$ cat src/rtl/stoch_to_bin_pkg.sv
// Shared definitions for the stochastic-to-binary decoder:
// FSM state encoding and bipolar offset/clamp helpers.
package stoch_to_bin_pkg;

   localparam logic [1:0] S_IDLE  = 2'd0;
   localparam logic [1:0] S_ACCUM = 2'd1;
   localparam logic [1:0] S_DONE  = 2'd2;

   function automatic int bip_offset(input int w);
      return 1 << (w - 1);
   endfunction

   function automatic int bip_max(input int w);
      return (1 << (w - 1)) - 1;
   endfunction

   function automatic int bip_min(input int w);
      return -(1 << (w - 1));
   endfunction

endpackage

$ cat src/rtl/stoch_to_bin_if.sv
// Control, sample and result handshake bundle of stoch_to_bin.
interface stoch_to_bin_if #(
   parameter int WIDTH = 8
);
   logic             START;
   logic             EN;
   logic             BIT_IN;
   logic             OUT_ACK;
   logic [WIDTH-1:0] VALUE;
   logic             OUT_VALID;
   logic             BUSY;
   logic             OVERRUN;

   modport master (
      output START, EN, BIT_IN, OUT_ACK,
      input  VALUE, OUT_VALID, BUSY, OVERRUN
   );

   modport slave (
      input  START, EN, BIT_IN, OUT_ACK,
      output VALUE, OUT_VALID, BUSY, OVERRUN
   );
endinterface

$ cat src/rtl/stoch_ones_counter.sv
// EN-qualified ones/sample counters for one window of 2^WIDTH samples.
module stoch_ones_counter #(
   parameter int WIDTH = 8
) (
   input  logic           clk,
   input  logic           rst,
   input  logic           clr,
   input  logic           en,
   input  logic           bit_in,
   output logic [WIDTH:0] ones_next,
   output logic           win_end
);

   localparam logic [WIDTH:0] LAST = {1'b0, {WIDTH{1'b1}}};

   logic [WIDTH:0] ones;
   logic [WIDTH:0] samples;
   logic [WIDTH:0] base_ones;
   logic [WIDTH:0] base_samples;

   // A clear in the same cycle as a sample makes it sample 1.
   assign base_ones    = clr ? '0 : ones;
   assign base_samples = clr ? '0 : samples;
   assign win_end      = en & ~clr & (samples == LAST);
   assign ones_next    = base_ones + {{WIDTH{1'b0}}, en & bit_in};

   always_ff @(posedge clk or posedge rst) begin
      if (rst) begin
         ones    <= '0;
         samples <= '0;
      end else if (win_end) begin
         ones    <= '0;
         samples <= '0;
      end else if (clr | en) begin
         ones    <= ones_next;
         samples <= base_samples + {{WIDTH{1'b0}}, en};
      end
   end

endmodule

$ cat src/rtl/stoch_to_bin.sv
// Decodes a stochastic bitstream into a WIDTH-bit binary value
// by counting ones over a 2^WIDTH-sample window.
module stoch_to_bin
   import stoch_to_bin_pkg::*;
#(
   parameter int WIDTH      = 8,
   parameter int CONTINUOUS = 0,
   parameter int BIPOLAR    = 0
) (
   input logic           TRIG,
   input logic           RESET,
   stoch_to_bin_if.slave bus
);

   localparam int WB = WIDTH + 2;
   localparam logic signed [WIDTH+1:0] BOFF = WB'(bip_offset(WIDTH));
   localparam logic signed [WIDTH+1:0] BMAX = WB'(bip_max(WIDTH));
   localparam logic signed [WIDTH+1:0] BMIN = WB'(bip_min(WIDTH));

   logic [1:0]        state;
   logic [WIDTH-1:0]  value_q;
   logic              valid_q;
   logic              ovr_q;
   logic              accum;
   logic              clr;
   logic              win_end;
   logic [WIDTH:0]    ones_next;
   logic [WIDTH-1:0]  fmt;
   logic signed [WIDTH+1:0] diff;

   assign accum = (state == S_ACCUM);
   // START is held off in DONE until the result is taken.
   assign clr   = bus.START & ((state != S_DONE) | bus.OUT_ACK);

   stoch_ones_counter #(
      .WIDTH (WIDTH)
   ) u_cnt (
      .clk       (TRIG),
      .rst       (RESET),
      .clr       (clr),
      .en        (accum & bus.EN),
      .bit_in    (bus.BIT_IN),
      .ones_next (ones_next),
      .win_end   (win_end)
   );

   always_comb begin
      diff = $signed({1'b0, ones_next}) - BOFF;
      fmt  = '0;
      if (BIPOLAR != 0) begin
         if (diff > BMAX)
            fmt = BMAX[WIDTH-1:0];
         else if (diff < BMIN)
            fmt = BMIN[WIDTH-1:0];
         else
            fmt = diff[WIDTH-1:0];
      end else begin
         fmt = ones_next[WIDTH] ? '1 : ones_next[WIDTH-1:0];
      end
   end

   always_ff @(posedge TRIG or posedge RESET) begin
      if (RESET) begin
         state   <= S_IDLE;
         value_q <= '0;
         valid_q <= 1'b0;
         ovr_q   <= 1'b0;
      end else begin
         unique case (state)
            S_IDLE: begin
               if (bus.START)
                  state <= S_ACCUM;
            end
            S_ACCUM: begin
               if (win_end) begin
                  value_q <= fmt;
                  valid_q <= 1'b1;
                  if (valid_q & ~bus.OUT_ACK)
                     ovr_q <= 1'b1;
                  if (CONTINUOUS == 0)
                     state <= S_DONE;
               end else if (bus.OUT_ACK) begin
                  valid_q <= 1'b0;
               end
            end
            S_DONE: begin
               if (bus.OUT_ACK) begin
                  valid_q <= 1'b0;
                  state   <= bus.START ? S_ACCUM : S_IDLE;
               end
            end
            default: state <= S_IDLE;
         endcase
      end
   end

   assign bus.VALUE     = value_q;
   assign bus.OUT_VALID = valid_q;
   assign bus.BUSY      = accum;
   assign bus.OVERRUN   = ovr_q;

endmodule

$ cat src/flat_wrapper.sv
// flat-port wrapper written by rule: the top's interface ports become plain ports
module stoch_to_bin_flat import stoch_to_bin_pkg::*;
#(
   parameter int WIDTH      = 8,
   parameter int CONTINUOUS = 0,
   parameter int BIPOLAR    = 0
)
  (TRIG, RESET, bus_START, bus_EN, bus_BIT_IN, bus_OUT_ACK, bus_VALUE, bus_OUT_VALID, bus_BUSY, bus_OVERRUN);
  stoch_to_bin_if #(.WIDTH(WIDTH)) bus_i ();
  input logic TRIG;
  input logic RESET;
  input wire logic [$bits(bus_i.START)-1:0] bus_START;
  input wire logic [$bits(bus_i.EN)-1:0] bus_EN;
  input wire logic [$bits(bus_i.BIT_IN)-1:0] bus_BIT_IN;
  input wire logic [$bits(bus_i.OUT_ACK)-1:0] bus_OUT_ACK;
  output wire logic [$bits(bus_i.VALUE)-1:0] bus_VALUE;
  output wire logic [$bits(bus_i.OUT_VALID)-1:0] bus_OUT_VALID;
  output wire logic [$bits(bus_i.BUSY)-1:0] bus_BUSY;
  output wire logic [$bits(bus_i.OVERRUN)-1:0] bus_OVERRUN;
  assign bus_i.START = bus_START;
  assign bus_i.EN = bus_EN;
  assign bus_i.BIT_IN = bus_BIT_IN;
  assign bus_i.OUT_ACK = bus_OUT_ACK;
  assign bus_VALUE = bus_i.VALUE;
  assign bus_OUT_VALID = bus_i.OUT_VALID;
  assign bus_BUSY = bus_i.BUSY;
  assign bus_OVERRUN = bus_i.OVERRUN;
  stoch_to_bin #(.WIDTH(WIDTH), .CONTINUOUS(CONTINUOUS), .BIPOLAR(BIPOLAR)) u_core (.TRIG(TRIG), .RESET(RESET), .bus(bus_i));
endmodule
$ cat config.mk
export PLATFORM = sky130hd
export DESIGN_NAME = stoch_to_bin_flat
export DESIGN_NICKNAME = d
export VERILOG_FILES = /design/src/rtl/stoch_to_bin_pkg.sv /design/src/rtl/stoch_to_bin_if.sv /design/src/rtl/stoch_ones_counter.sv /design/src/rtl/stoch_to_bin.sv /design/src/flat_wrapper.sv
export SDC_FILE = /design/constraint.sdc
export NUM_CORES = 1
export LEC_CHECK = 0
export BUFFER_PORTS_ARGS = -buffer_cell sky130_fd_sc_hd__buf_2
export CAP_MARGIN = 10
export CELL_PAD_IN_SITES_DETAIL_PLACEMENT = 1
export CELL_PAD_IN_SITES_GLOBAL_PLACEMENT = 1
export CORE_MARGIN = 5
export CORE_UTILIZATION = 47
export CTS_BUF_LIST = sky130_fd_sc_hd__clkbuf_8
export DETAILED_ROUTE_END_ITERATION = 10
export PLACE_DENSITY = 0.83
export SETUP_SLACK_MARGIN = 0.1
export SYNTH_ARGS = -nofsm -noshare
export SYNTH_HDL_FRONTEND = slang
export SYNTH_SLANG_ARGS = --single-unit
$ cat constraint.sdc
create_clock -name TRIG -period 3.8 [get_ports TRIG]
set_input_delay 0.38 -clock TRIG [delete_from_list [all_inputs] [get_ports TRIG]]
set_output_delay 0.38 -clock TRIG [all_outputs]
set_load 0.01 [all_outputs]
==> results.md <==
- EDFF count, synth: 0
- Initial Utilization: 0.487
- Met2 usage: 0.354
- Top post-synthesis cells by area: dfrtp_1 (42%), ha_1 (6.3%), nand2_1 (4.6%), a21oi_1 (3.6%), o21ai_0 (3.6%)
- Post-CTS setup buffers: 0
- Syn nets: between 200 and 250
- Setup WS post-layout: approximately 0.55 ns
- First drt pass iteration count: 4
- Port bufs: 16
- Share of layout cells above drive strength 1: 0.154
- CP required: a little under 4 ns
- DIE HEIGHT: between 70 and 80 um
- Crit path time final: 3.25 ns
- Grt peak-use layer: met2
- Die width: just over 70 um
- DR iter-0 viols: between 150 and 200
- Ports: 17
- Avg Cell Area, Syn: about 9.1 um2
- CTS buffer count: 5
- FF/Latch Area: about 750 um2
- Area leader, netlist: dfrtp_1
- Slew Limit Fails: 0
- Mapped Area: approximately 1800 um2
- Initial antenna violation count: 0
- P_leak: 0.870 nW
- Final setup violation count: 0
- Max cap viols: 0
- Count of final hold-check violations: 0
- Fillers: 447
- Hold_buf cts: 0
- Synth Register Bits: 30
- TNS Setup: 0 ns
- Critical Path AT: between 3 and 4 ns
- Vias in the first global route: 1,766
- Worst slack, placed: 0.660 ns
- Via count: 1,619
- GP Congestion: 0.877
- Critical path fanouts, max: 11
- Area share of the largest cell type after synthesis: 0.421
- CTS Buffer Depth: 2
- Multi-input logic area: about 940 um2
- P&R area growth vs syn: 12.0%
- Ys Warns: 0
- Nets: roughly 230
- Synth Flop Type: dfrtp_1
- Count leader, synth: dfrtp_1
- Final WL: 4900 um
- Post-CTS sizing: 0
- # diodes: 0
- Post-Place Cells: approximately 250
- Full die area: a little over 5000 um2
- Gate Count Post-Synth: ~200
- Layout Utilization: 0.545
- Skew final: around 0.0047 ns
- Post-DP HPWL: ~3500 um
- Non-filler cells, final: around 260
- Std cell rows: 22
- Core ar.: 3660 um2
- Avg WL per Cell: roughly 19 um
- Period utilisation layout: 0.855
- Via-per-instance ratio: between 6 and 7
- CTS tree: done
- R2r setup slk: roughly 0.55 ns
- Worst skew pair latency: 0.29 ns
- Unrepaired setup endpoints after global routing: no
- Outcome: complete, no violations
- Seq/Total Area, Yosys: 0.421
- Global Route met3 Usage: 0.0435
- Distinct cells, synth: 51
- Worst slew pin tran: between 1 and 1.5 ns
- CTS sink count: 30
- Largest net degree at the start of global routing: 31
- Global Route met1 Usage: 0.265
- Final global-route overflow total: 0
- CTS Root Cell: clkbuf_8
- Remaining DRCs: 0
- Hold Crit Class: input port to async pin
- Post-synth top cells: dfrtp_1 (30), nand2_1 (22), a21oi_1 (13), o21ai_0 (13), inv_1 (10)
- Global-route wire length before repair: about 8500 um
- Antenna viol nets, final: 0
- CTS H-tree lvls: 2
- Peak supply drop: just over 0.0003 V
- Fmax: approximately 0.31 GHz
- Total power: 0.000889 W
- Clk slew on worst S/H paths: 0.07 ns
- Slew headroom: 0.324
- Total Routing Usage GR: 0.213
- Ys async rst share: 1.00
- Pwr dens: approximately 450 nW/um2
- Crit path launch type: register
- Worst setup EP type: register
- Crit path kind: register to register
## layout by cell type, fill, tap and decap left out, types with 7 or more instances in the layout
cell	n
buf_2	16
nor2_1	9
inv_1	10
nand3_1	7
o21ai_0	13
ha_1	9
a21oi_1	13
dfrtp_1	30
nand2_1	22
a31oi_1	7
nor3_1	7
## final timing paths
kind | end | depth (start not counted) | from
setup / recovery | u_core.bus.VALUE[2] | 10 | u_core.state[0]
hold / removal | u_core.bus.VALUE[1] | 3 | RESET
setup reg to reg | u_core.bus.VALUE[2] | 10 | u_core.state[0]
hold reg to reg | u_core.bus.OVERRUN | 1 | u_core.bus.OVERRUN
max in group asynchronous | u_core.bus.VALUE[3] | 3 | RESET
min in group TRIG | u_core.bus.OUT_VALID | 3 | bus_OUT_ACK
## cell families after synthesis
family / synth area share
AND/OR/NAND/NOR: 0.194
AO/OA/AOI/OAI: 0.227
flip-flops: 0.421
buffers and inverters: 0.0519
adder cells (fa/ha/maj): 0.0632
XOR/XNOR: 0.0295
multiplexers: 0.0126
## state kept, by name, summed over array words and instances (netlist names)
name and count:
u_core.bus.OVERRUN 1, u_core.u_cnt.ones 9, u_core.bus.OUT_VALID 1, u_core.u_cnt.samples 9
u_core.bus.VALUE 8, u_core.state 2
## metrics by stage
| step | instance area [um2] | hold slack [ns] |
|---|---|---|
| 3_3_place_gp | 1900 | 0.449 |
| 4_1_cts | 2000 | 0.183 |
| 2_1_floorplan | 1780 | 0.447 |
| 6_report | 2000 | 0.168 |
| 3_5_place_dp | 1900 | 0.467 |
| 5_1_grt | 2000 | 0.229 |
## area by class of cell
cell class              count  share of cell area
flip-flops and latches     30               0.376
repair buffers             20              0.0551
inverters                  11              0.0207
multi-input cells         145               0.471
well taps                  48              0.0301
clock inverters             2             0.00627
clock buffers               6              0.0414
## power by group
part / switching [W] / internal, W
Clock: 0.000130 / 0.000145
Sequential: 0.0000326 / 0.000346
Combinational: 0.000151 / 0.0000843
Total: 0.000314 / 0.000575
## worst max-delay path, cell delays in order (launching register included)
cell and delay, ns:
dfrtp_1 0.44, inv_1 0.12, ha_1 0.22, nand2b_1 0.15, nand2_1 0.34, and2_1 0.23, ha_1 0.19, nand4_1 0.31
o31a_1 0.39, o21ai_1 0.53, a31oi_1 0.18
## routing by layer
metal  share of wire  vias to the layer above  routed length, um
li1                -                      757                  -
met1            0.44                      806               2160
met2            0.49                       42               2420
met3           0.043                       14                212
met4           0.023                        0                115
met5               0                        -                  0
Note: power is estimated with default switching activity, not from simulation.
